### config.mk
export PLATFORM = sky130hd
export DESIGN_NAME = sha256_stream_engine
export DESIGN_NICKNAME = d
export VERILOG_FILES = /design/src/rtl/sha256_stream_engine.sv
export SDC_FILE = /design/constraint.sdc
export NUM_CORES = 2
export LEC_CHECK = 0
export ABC_AREA = 1
export CAP_MARGIN = 20
export CORE_ASPECT_RATIO = 1.1
export CORE_MARGIN = 3
export CORE_UTILIZATION = 41
export DETAILED_ROUTE_END_ITERATION = 6
export DONT_BUFFER_PORTS = 1
export PLACE_DENSITY = 0.54
export SLEW_MARGIN = 20
export SYNTH_ARGS = -nofsm -noshare
export SYNTH_HDL_FRONTEND = slang
export SYNTH_SLANG_ARGS = --single-unit
### constraint.sdc
create_clock -name clk -period 7.09 [get_ports clk]
set_clock_uncertainty 0.15 [all_clocks]
set_input_delay 0 -clock clk [delete_from_list [all_inputs] [get_ports clk]]
set_output_delay 0 -clock clk [all_outputs]
set_load 0.01 [all_outputs]
### src/rtl/sha256_stream_engine.sv
// SHA-256 stream engine: reads a word-aligned message of runtime length,
// pads and hashes it (optionally twice) and writes the digest back.
// Ports:
//   clk, reset_n            clock, synchronous active-low reset
//   start, num_words,       launch request and job parameters,
//   double_hash,            all latched when start is accepted in IDLE
//   message_addr, output_addr
//   busy, done, error       job status (done/error are one-cycle pulses)
//   mem_clk, mem_we,        shared word-addressed memory port; read data
//   mem_addr, mem_write_data, mem_read_data  is valid one cycle after addr
module sha256_stream_engine #(
    parameter int MAX_WORDS = 256,
    parameter int ADDR_W    = 16
) (
    input  logic              clk,
    input  logic              reset_n,
    input  logic              start,
    input  logic [15:0]       num_words,
    input  logic              double_hash,
    input  logic [ADDR_W-1:0] message_addr,
    input  logic [ADDR_W-1:0] output_addr,
    output logic              busy,
    output logic              done,
    output logic              error,
    output logic              mem_clk,
    output logic              mem_we,
    output logic [ADDR_W-1:0] mem_addr,
    output logic [31:0]       mem_write_data,
    input  logic [31:0]       mem_read_data
);

    localparam logic [16:0] MAX_L = 17'(MAX_WORDS);

    localparam logic [31:0] IV [8] = '{
        32'h6a09e667, 32'hbb67ae85, 32'h3c6ef372, 32'ha54ff53a,
        32'h510e527f, 32'h9b05688c, 32'h1f83d9ab, 32'h5be0cd19
    };

    localparam logic [31:0] K [64] = '{
        32'h428a2f98, 32'h71374491, 32'hb5c0fbcf, 32'he9b5dba5,
        32'h3956c25b, 32'h59f111f1, 32'h923f82a4, 32'hab1c5ed5,
        32'hd807aa98, 32'h12835b01, 32'h243185be, 32'h550c7dc3,
        32'h72be5d74, 32'h80deb1fe, 32'h9bdc06a7, 32'hc19bf174,
        32'he49b69c1, 32'hefbe4786, 32'h0fc19dc6, 32'h240ca1cc,
        32'h2de92c6f, 32'h4a7484aa, 32'h5cb0a9dc, 32'h76f988da,
        32'h983e5152, 32'ha831c66d, 32'hb00327c8, 32'hbf597fc7,
        32'hc6e00bf3, 32'hd5a79147, 32'h06ca6351, 32'h14292967,
        32'h27b70a85, 32'h2e1b2138, 32'h4d2c6dfc, 32'h53380d13,
        32'h650a7354, 32'h766a0abb, 32'h81c2c92e, 32'h92722c85,
        32'ha2bfe8a1, 32'ha81a664b, 32'hc24b8b70, 32'hc76c51a3,
        32'hd192e819, 32'hd6990624, 32'hf40e3585, 32'h106aa070,
        32'h19a4c116, 32'h1e376c08, 32'h2748774c, 32'h34b0bcb5,
        32'h391c0cb3, 32'h4ed8aa4a, 32'h5b9cca4f, 32'h682e6ff3,
        32'h748f82ee, 32'h78a5636f, 32'h84c87814, 32'h8cc70208,
        32'h90befffa, 32'ha4506ceb, 32'hbef9a3f7, 32'hc67178f2
    };

    typedef enum logic [2:0] {
        IDLE, CHECK, READ, PAD, COMPUTE, UPDATE, PAD2, WRITE
    } state_t;

    state_t state, state_d;

    logic [15:0]       len;
    logic              dbl;
    logic              second;
    logic [ADDR_W-1:0] msg_base;
    logic [ADDR_W-1:0] out_base;
    logic [12:0]       blk;
    logic [3:0]        rd_j;
    logic [3:0]        rd_idx;
    logic              rd_pend;
    logic [5:0]        rnd;
    logic [2:0]        wk;
    logic [31:0]       h [8];
    logic [31:0]       v [8];
    logic [31:0]       w [16];
    logic [31:0]       pad_w [16];
    logic              done_d;
    logic              err_d;

    logic [16:0] base;
    logic [16:0] nblk;
    logic [16:0] tot;
    logic [16:0] left;
    logic [16:0] g;
    logic [3:0]  last_j;
    logic        last_blk;
    logic        more_next;
    logic [31:0] t1;
    logic [31:0] t2;
    logic [31:0] w_new;

    function automatic logic [31:0] rotr(input logic [31:0] x, input int n);
        return (x >> n) | (x << (32 - n));
    endfunction

    function automatic logic [31:0] big_s0(input logic [31:0] x);
        return rotr(x, 2) ^ rotr(x, 13) ^ rotr(x, 22);
    endfunction

    function automatic logic [31:0] big_s1(input logic [31:0] x);
        return rotr(x, 6) ^ rotr(x, 11) ^ rotr(x, 25);
    endfunction

    function automatic logic [31:0] sml_s0(input logic [31:0] x);
        return rotr(x, 7) ^ rotr(x, 18) ^ (x >> 3);
    endfunction

    function automatic logic [31:0] sml_s1(input logic [31:0] x);
        return rotr(x, 17) ^ rotr(x, 19) ^ (x >> 10);
    endfunction

    assign mem_clk = clk;
    assign busy    = (state != IDLE);

    // Block geometry: base is the global index of word 0 of this block,
    // tot is 16N, the padded message length in words.
    always_comb begin
        base      = {blk, 4'b0};
        nblk      = ({1'b0, len} + 17'd18) >> 4;
        tot       = {nblk[12:0], 4'b0};
        left      = {1'b0, len} - base;
        last_j    = (left >= 17'd16) ? 4'd15 : left[3:0] - 4'd1;
        last_blk  = ({4'b0, blk} + 17'd1) == nblk;
        more_next = {1'b0, len} > (base + 17'd16);
    end

    // Message words already captured stay; everything past L is padding.
    always_comb begin
        g = '0;
        for (int j = 0; j < 16; j++) begin
            g = base + 17'(j);
            if (g < {1'b0, len})
                pad_w[j] = w[j];
            else if (g == {1'b0, len})
                pad_w[j] = 32'h80000000;
            else if (g == tot - 17'd2)
                pad_w[j] = {27'b0, len[15:11]};
            else if (g == tot - 17'd1)
                pad_w[j] = {len[10:0], 5'b0};
            else
                pad_w[j] = '0;
        end
    end

    // One round; w[0] is W_t and the window slides by one per round.
    always_comb begin
        t1 = v[7] + big_s1(v[4]) + ((v[4] & v[5]) ^ (~v[4] & v[6]))
           + K[rnd] + w[0];
        t2 = big_s0(v[0]) + ((v[0] & v[1]) ^ (v[0] & v[2]) ^ (v[1] & v[2]));
        w_new = sml_s1(w[14]) + w[9] + sml_s0(w[1]) + w[0];
    end

    always_comb begin
        state_d = state;
        done_d  = 1'b0;
        err_d   = 1'b0;
        unique case (state)
            IDLE: begin
                if (start)
                    state_d = CHECK;
            end
            CHECK: begin
                if ({1'b0, len} > MAX_L) begin
                    state_d = IDLE;
                    done_d  = 1'b1;
                    err_d   = 1'b1;
                end else begin
                    state_d = (len != 16'd0) ? READ : PAD;
                end
            end
            READ: begin
                if (rd_j == last_j)
                    state_d = PAD;
            end
            PAD: state_d = COMPUTE;
            COMPUTE: begin
                if (rnd == 6'd63)
                    state_d = UPDATE;
            end
            UPDATE: begin
                if (!last_blk)
                    state_d = more_next ? READ : PAD;
                else if (dbl && !second)
                    state_d = PAD2;
                else
                    state_d = WRITE;
            end
            PAD2: state_d = COMPUTE;
            WRITE: begin
                if (wk == 3'd7) begin
                    state_d = IDLE;
                    done_d  = 1'b1;
                end
            end
            default: state_d = IDLE;
        endcase
    end

    always_ff @(posedge clk) begin
        if (!reset_n) begin
            state <= IDLE;
            done  <= 1'b0;
            error <= 1'b0;
        end else begin
            state <= state_d;
            done  <= done_d;
            error <= err_d;
        end
    end

    always_ff @(posedge clk) begin
        rd_pend <= (state == READ);
        rd_idx  <= rd_j;
        unique case (state)
            IDLE: begin
                if (start) begin
                    len      <= num_words;
                    dbl      <= double_hash;
                    msg_base <= message_addr;
                    out_base <= output_addr;
                    second   <= 1'b0;
                end
            end
            CHECK: begin
                for (int i = 0; i < 8; i++)
                    h[i] <= IV[i];
                blk  <= '0;
                rd_j <= '0;
                wk   <= '0;
            end
            READ: rd_j <= rd_j + 4'd1;
            PAD: begin
                for (int j = 0; j < 16; j++)
                    w[j] <= pad_w[j];
                for (int i = 0; i < 8; i++)
                    v[i] <= h[i];
                rnd <= '0;
            end
            COMPUTE: begin
                v[0] <= t1 + t2;
                v[1] <= v[0];
                v[2] <= v[1];
                v[3] <= v[2];
                v[4] <= v[3] + t1;
                v[5] <= v[4];
                v[6] <= v[5];
                v[7] <= v[6];
                for (int j = 0; j < 15; j++)
                    w[j] <= w[j+1];
                w[15] <= w_new;
                rnd   <= rnd + 6'd1;
            end
            UPDATE: begin
                for (int i = 0; i < 8; i++)
                    h[i] <= h[i] + v[i];
                if (!last_blk)
                    blk <= blk + 13'd1;
                rd_j <= '0;
                wk   <= '0;
            end
            PAD2: begin
                // Second pass hashes the 256-bit first digest.
                for (int i = 0; i < 8; i++) begin
                    w[i] <= h[i];
                    h[i] <= IV[i];
                    v[i] <= IV[i];
                end
                w[8] <= 32'h80000000;
                for (int j = 9; j < 15; j++)
                    w[j] <= '0;
                w[15]  <= 32'h00000100;
                second <= 1'b1;
                rnd    <= '0;
            end
            WRITE: wk <= wk + 3'd1;
            default: ;
        endcase
        // The last read of a block lands during PAD, after the pad load.
        if (rd_pend)
            w[rd_idx] <= mem_read_data;
    end

    always_comb begin
        mem_we         = 1'b0;
        mem_addr       = '0;
        mem_write_data = '0;
        if (state == READ) begin
            mem_addr = msg_base + ADDR_W'(base) + ADDR_W'(rd_j);
        end else if (state == WRITE) begin
            mem_we         = 1'b1;
            mem_addr       = out_base + ADDR_W'(wk);
            mem_write_data = h[wk];
        end
    end

endmodule

; After elaboration in Yosys (flattened, before gate mapping)
; Memories as Yosys holds them, arrays and structs flattened. A register that Yosys moved wholly into a read port is not among the register bits.
; Index checks and enable logic that the tools add are counted.
[classes]
add_sub_neg = 47
multipliers = 0
n_div = 0
n_lt_le_gt_ge = 20
eq_ne = 64
shifts = 0
mux = 170
bitwise = 92
reduce_logical = 17
[op_table]
columns = operator, n
row1 = two-way mux 32 bit, 100
row2 = adder 32 bit, 18
row3 = equality test 17 bit, 32
row4 = two-way mux 16 bit, 34
row5 = bitwise XOR 32 bit, 9
row6 = equality test 17 x 16 -> 1 bit, 16
row7 = < comparator 17 x 16 -> 1 bit, 16
row8 = AND 32 bit, 5
row9 = adder 17 x 4 -> 17 bit (second input constant), 8
row10 = adder 17 x 3 -> 17 bit (second input constant), 4
row11 = bitwise OR 1 bit, 64
row12 = adder 17 x 2 -> 17 bit (second input constant), 2
row13 = NOT 32 bit, 1
row14 = bitwise OR 10 x 32 -> 32 bit, 1
row15 = bitwise OR 13 x 32 -> 32 bit, 1
row16 = bitwise OR 14 x 32 -> 32 bit, 1
row17 = bitwise OR 15 x 32 -> 32 bit, 1
row18 = bitwise OR 19 x 32 -> 32 bit, 1
row19 = bitwise OR 21 x 32 -> 32 bit, 1
row20 = bitwise OR 25 x 32 -> 32 bit, 1
row21 = bitwise OR 26 x 32 -> 32 bit, 1
row22 = bitwise OR 30 x 32 -> 32 bit, 1
row23 = bitwise OR 7 x 32 -> 32 bit, 1
row24 = bitwise XOR 32 x 22 -> 32 bit, 1
row25 = 48 further kinds, 90
[word_totals]
register_bits = 86
latch_bits = 0
ram_bits = 1024
romBits = 2048
inputBits = 84
out_inout_bits = 53
mem_count = 4
[memory_table]
columns = memory, words, width, read_ports, rd_ports_with_merged_regs, wr, line_no
row1 = (no name shown), 64, 32, 1, 0, 0, 150  ; + K[rnd] + w[0];
row2 = w, 16, 32, 16, 0, 17, 77  ; logic [31:0] w [16];
row3 = h, 8, 32, 9, 1, 8, 75  ; logic [31:0] h [8];
row4 = v, 8, 32, 8, 0, 8, 76  ; logic [31:0] v [8];

; Logic depth before layout (Yosys ltp)
; An unclocked memory read counts as a cell.
[depth]
word_depth = 11
mapped_depth = 40

==> run_results.csv <==
group,metric,value,unit
run_status,outcome,"finished, violations left",
run_status,violations,"negative hold slack, negative setup slack",
logic_synthesis,syn_area,81300,um^2
clocking,cts_buffers,137,
final_layout,syn2layout_area_growth,20.6,%
timing,max_slew_margin,14.7,%
timing,slew_violations,0,
logic_synthesis,synthCells,10100,
floorplan,core_area,196000,um^2
clocking,cts_tree,"done",
logic_synthesis,synth-simple-area-share,15.2,%
logic_synthesis,ys.flop_type,"edfxtp_1",
global_routing,gr-usage-all-layers,41.4,%
drt,antenna_left,0,
placement,placed_area,89300,um^2
logic_synthesis,seq_area_frac_synth,38.6,%
global_routing,first_global_vias,77500,
final_layout,nets,11500,
floorplan,start_util,41.5,%
drt,vias,82200,
logic_synthesis,ys_ff_latch,1113,
logic_synthesis,avgSynthCellArea,8.07,um^2
logic_synthesis,synth_edf_count,908,
timing,hold_viol,1,
final_layout,utilization,50.0,%
clocking,cts_root_buffer,"clkbuf_16",
worst_hold_path,hold_start,"clk",
worst_setup_path,worst_r2r_endpoint,"v[0][29]$_DFFE_PP_",
logic_synthesis,syn_nets,10800,
logic_synthesis,synth_xor_area_share,4.36,%
drt,drc,0,
timing,timing.final.ws_setup,-0.0227,ns
drt,routed_via_density,6.12,
timing,rsz0062_at_grt,"yes",
logic_synthesis,synth-compound-area-share,20.9,%
clocking,path_clk_slew,0.06,ns
worst_setup_path,crit_required,7.50,ns
timing,whs,-0.147,ns
logic_synthesis,synth_common_cells,"nand2_1, inv_1, o21ai_0",
floorplan,die_h,473,um
timing,setup_violations,1,
drt,firstDrtPassIters,6,
floorplan,rows,170,
timing,worst_pin_slew,1.28,ns
flow_run,drv_cap,0,
floorplan,die_w,431,um
worst_hold_path,min_path_type,"clk2out",
final_layout,fin_cells,13400,
global_routing,grt_pass1_wl,596000,um
drt,wl,433000,um
logic_synthesis,synth_top_area_share,33.5,%
worst_setup_path,ff2ff_setup_slack,-0.02,ns
global_routing,grt.overflow.total,0,
placement,dpl.hpwl,333000,um
clocking,cts.sinks,1113,
clocking,insertion_delay,0.85,ns
logic_synthesis,yosysWarnings,0,
worst_hold_path,min_path_cells,0,
logic_synthesis,yosysMostFrequentCell,"nand2_1",
drt,wl_per_cell,32.2,um
floorplan,io_pins,137,
worst_setup_path,startpoint,"rnd[0]$_SDFFCE_PN0P_",
clocking,ctsHtreeMaxLevel,4,
timing,period_needed,7.11,ns
worst_setup_path,worstPathMaxFanout,4,
logic_synthesis,synth_top_cell_by_area,"edfxtp_1",
placement,place_congestion,1.04,
logic_synthesis,synth_mux_area_share,0,%
worst_setup_path,slowest_delay,0.54,ns
worst_setup_path,cp-end-kind,"register",
logic_synthesis,synthAdderAreaFrac,12.2,%
worst_setup_path,crit_path_start_kind,"register",
global_routing,grt_max_degree,150,
worst_hold_path,holdPathEnd,"mem_clk",
clocking,clk_path_buf_depth,3,
placement,port_buffers,0,
floorplan,die_area,204000,um^2
final_layout,fin_area,98100,um^2
worst_setup_path,reg2reg_depth,33,
logic_synthesis,synthTopCellsByArea,"edfxtp_1, o21ai_0, ha_1",
worst_setup_path,reg2reg_from,"rnd[0]$_SDFFCE_PN0P_",
global_routing,antenna_found_initial,44,
worst_setup_path,crit_path_top_delay_cell,"fa_1",
final_layout,drive_gt1_share,14.6,%
logic_synthesis,synth_top_family_by_area,"compound AO/OA/AOI/OAI gates",
placement,placedCellCount,13000,
timing,fmax,0.141,GHz
drt,drt-initial-drc-count,10700,
timing,post-route-period-util,100,%
worst_setup_path,critPathArrivalTime,7.52,ns
worst_setup_path,path_class,"reg2reg",
logic_synthesis,synth_cell_types,67,
logic_synthesis,async_flop_share,0,%
## flip-flops by register name, summed over array words and instances (netlist names), 3 cells and up, named ones only
name,count
w,512
h,256
v,256
len,16
msg_base,16
out_base,16
blk,13
rnd,6
rd_idx,4
rd_j,4
state,3
wk,3
## final cells by class
type                            count  area (um^2)
Antenna cell                       18         45.0
Clock buffer                      176         3670
Tap cell                         2580         3230
Fill cell                       19100        98000
Inverter                         1383         5220
Multi-Input combinational cell   7085        45300
Sequential cell                  1113        31400
Timing Repair Buffer             1008         8360
Clock inverter                     76          836
## layer usage
metal	vias up	share of wire [%]	routed length, um	track usage [%]
met3	1162	11	46700	11.0
li1	36200	-	-	-
met4	22	7.8	33600	26.5
met1	39800	38	166000	52.3
met2	5004	43	186000	62.6
met5	-	0.082	355	0.570
## worst max-delay path: cells and delay by family (launching register included)
| kind | cells | cell delay [ns] |
|---|---|---|
| AO/OA/AOI/OAI | 8 | 1.55 |
| XOR/XNOR | 1 | 0.30 |
| adder cells (fa/ha/maj) | 6 | 2.40 |
| buffers and inverters | 6 | 0.69 |
| flip-flops | 1 | 0.42 |
| AND/OR/NAND/NOR | 12 | 1.33 |
## through the flow
step / setup TNS, ns / worst slack (ns)
floorplan: 0 / 0.0720
global placement: -18.74 / -0.883
detailed placement: -19.40 / -0.917
CTS: -0.0995 / -0.0899
global route: -0.966 / -0.159
finish: -0.0227 / -0.0227
## what timing repair did
item	in CTS	in global routing
hold buffers	152	0
cloned	1	1
gates resized for setup	232	363
pin swaps	69	161
setup endpoints to repair	43	40
endpoints found under the hold margin	584	0
setup buffers	20	17
## kinds of logic (layout without fill, tap and decap cells)
kind of cell	after synthesis	in the layout
other	0	18
AOI/OAI and AO/OA	3042	3042
buffers and inverters	1888	2643
DFF	1113	1113
adders and majority gates	677	677
xor gates and xnor gates	405	405
and+or+nand+nor	2961	2961
## worst max-delay path by stage
stage	slack, ns	depth (start not counted)	to
global route	-0.16	36	v[0][29]$_DFFE_PP_
finish	-0.02	33	v[0][29]$_DFFE_PP_
global placement	-0.88	38	v[0][29]$_DFFE_PP_
floorplan	0.07	7	w[14][0]$_DFFE_PP_
CTS	-0.09	37	v[0][29]$_DFFE_PP_
detailed placement	-0.92	38	v[0][29]$_DFFE_PP_
## placed cells by master (no fill, tap or decap), types with 192 or more instances in the layout
cell type	count
o22ai_1	312
fa_1	192
ha_1	403
nand3_1	524
xor2_1	208
nor2_1	591
o21ai_0	1205
a21oi_1	876
nand2_1	1449
inv_1	1295
edfxtp_1	908
buf_4	796
dfxtp_1	199
Power is left out: the tool's default activity adds up to more than one toggle a clock period on the data nets, which glitch-free logic cannot reach.
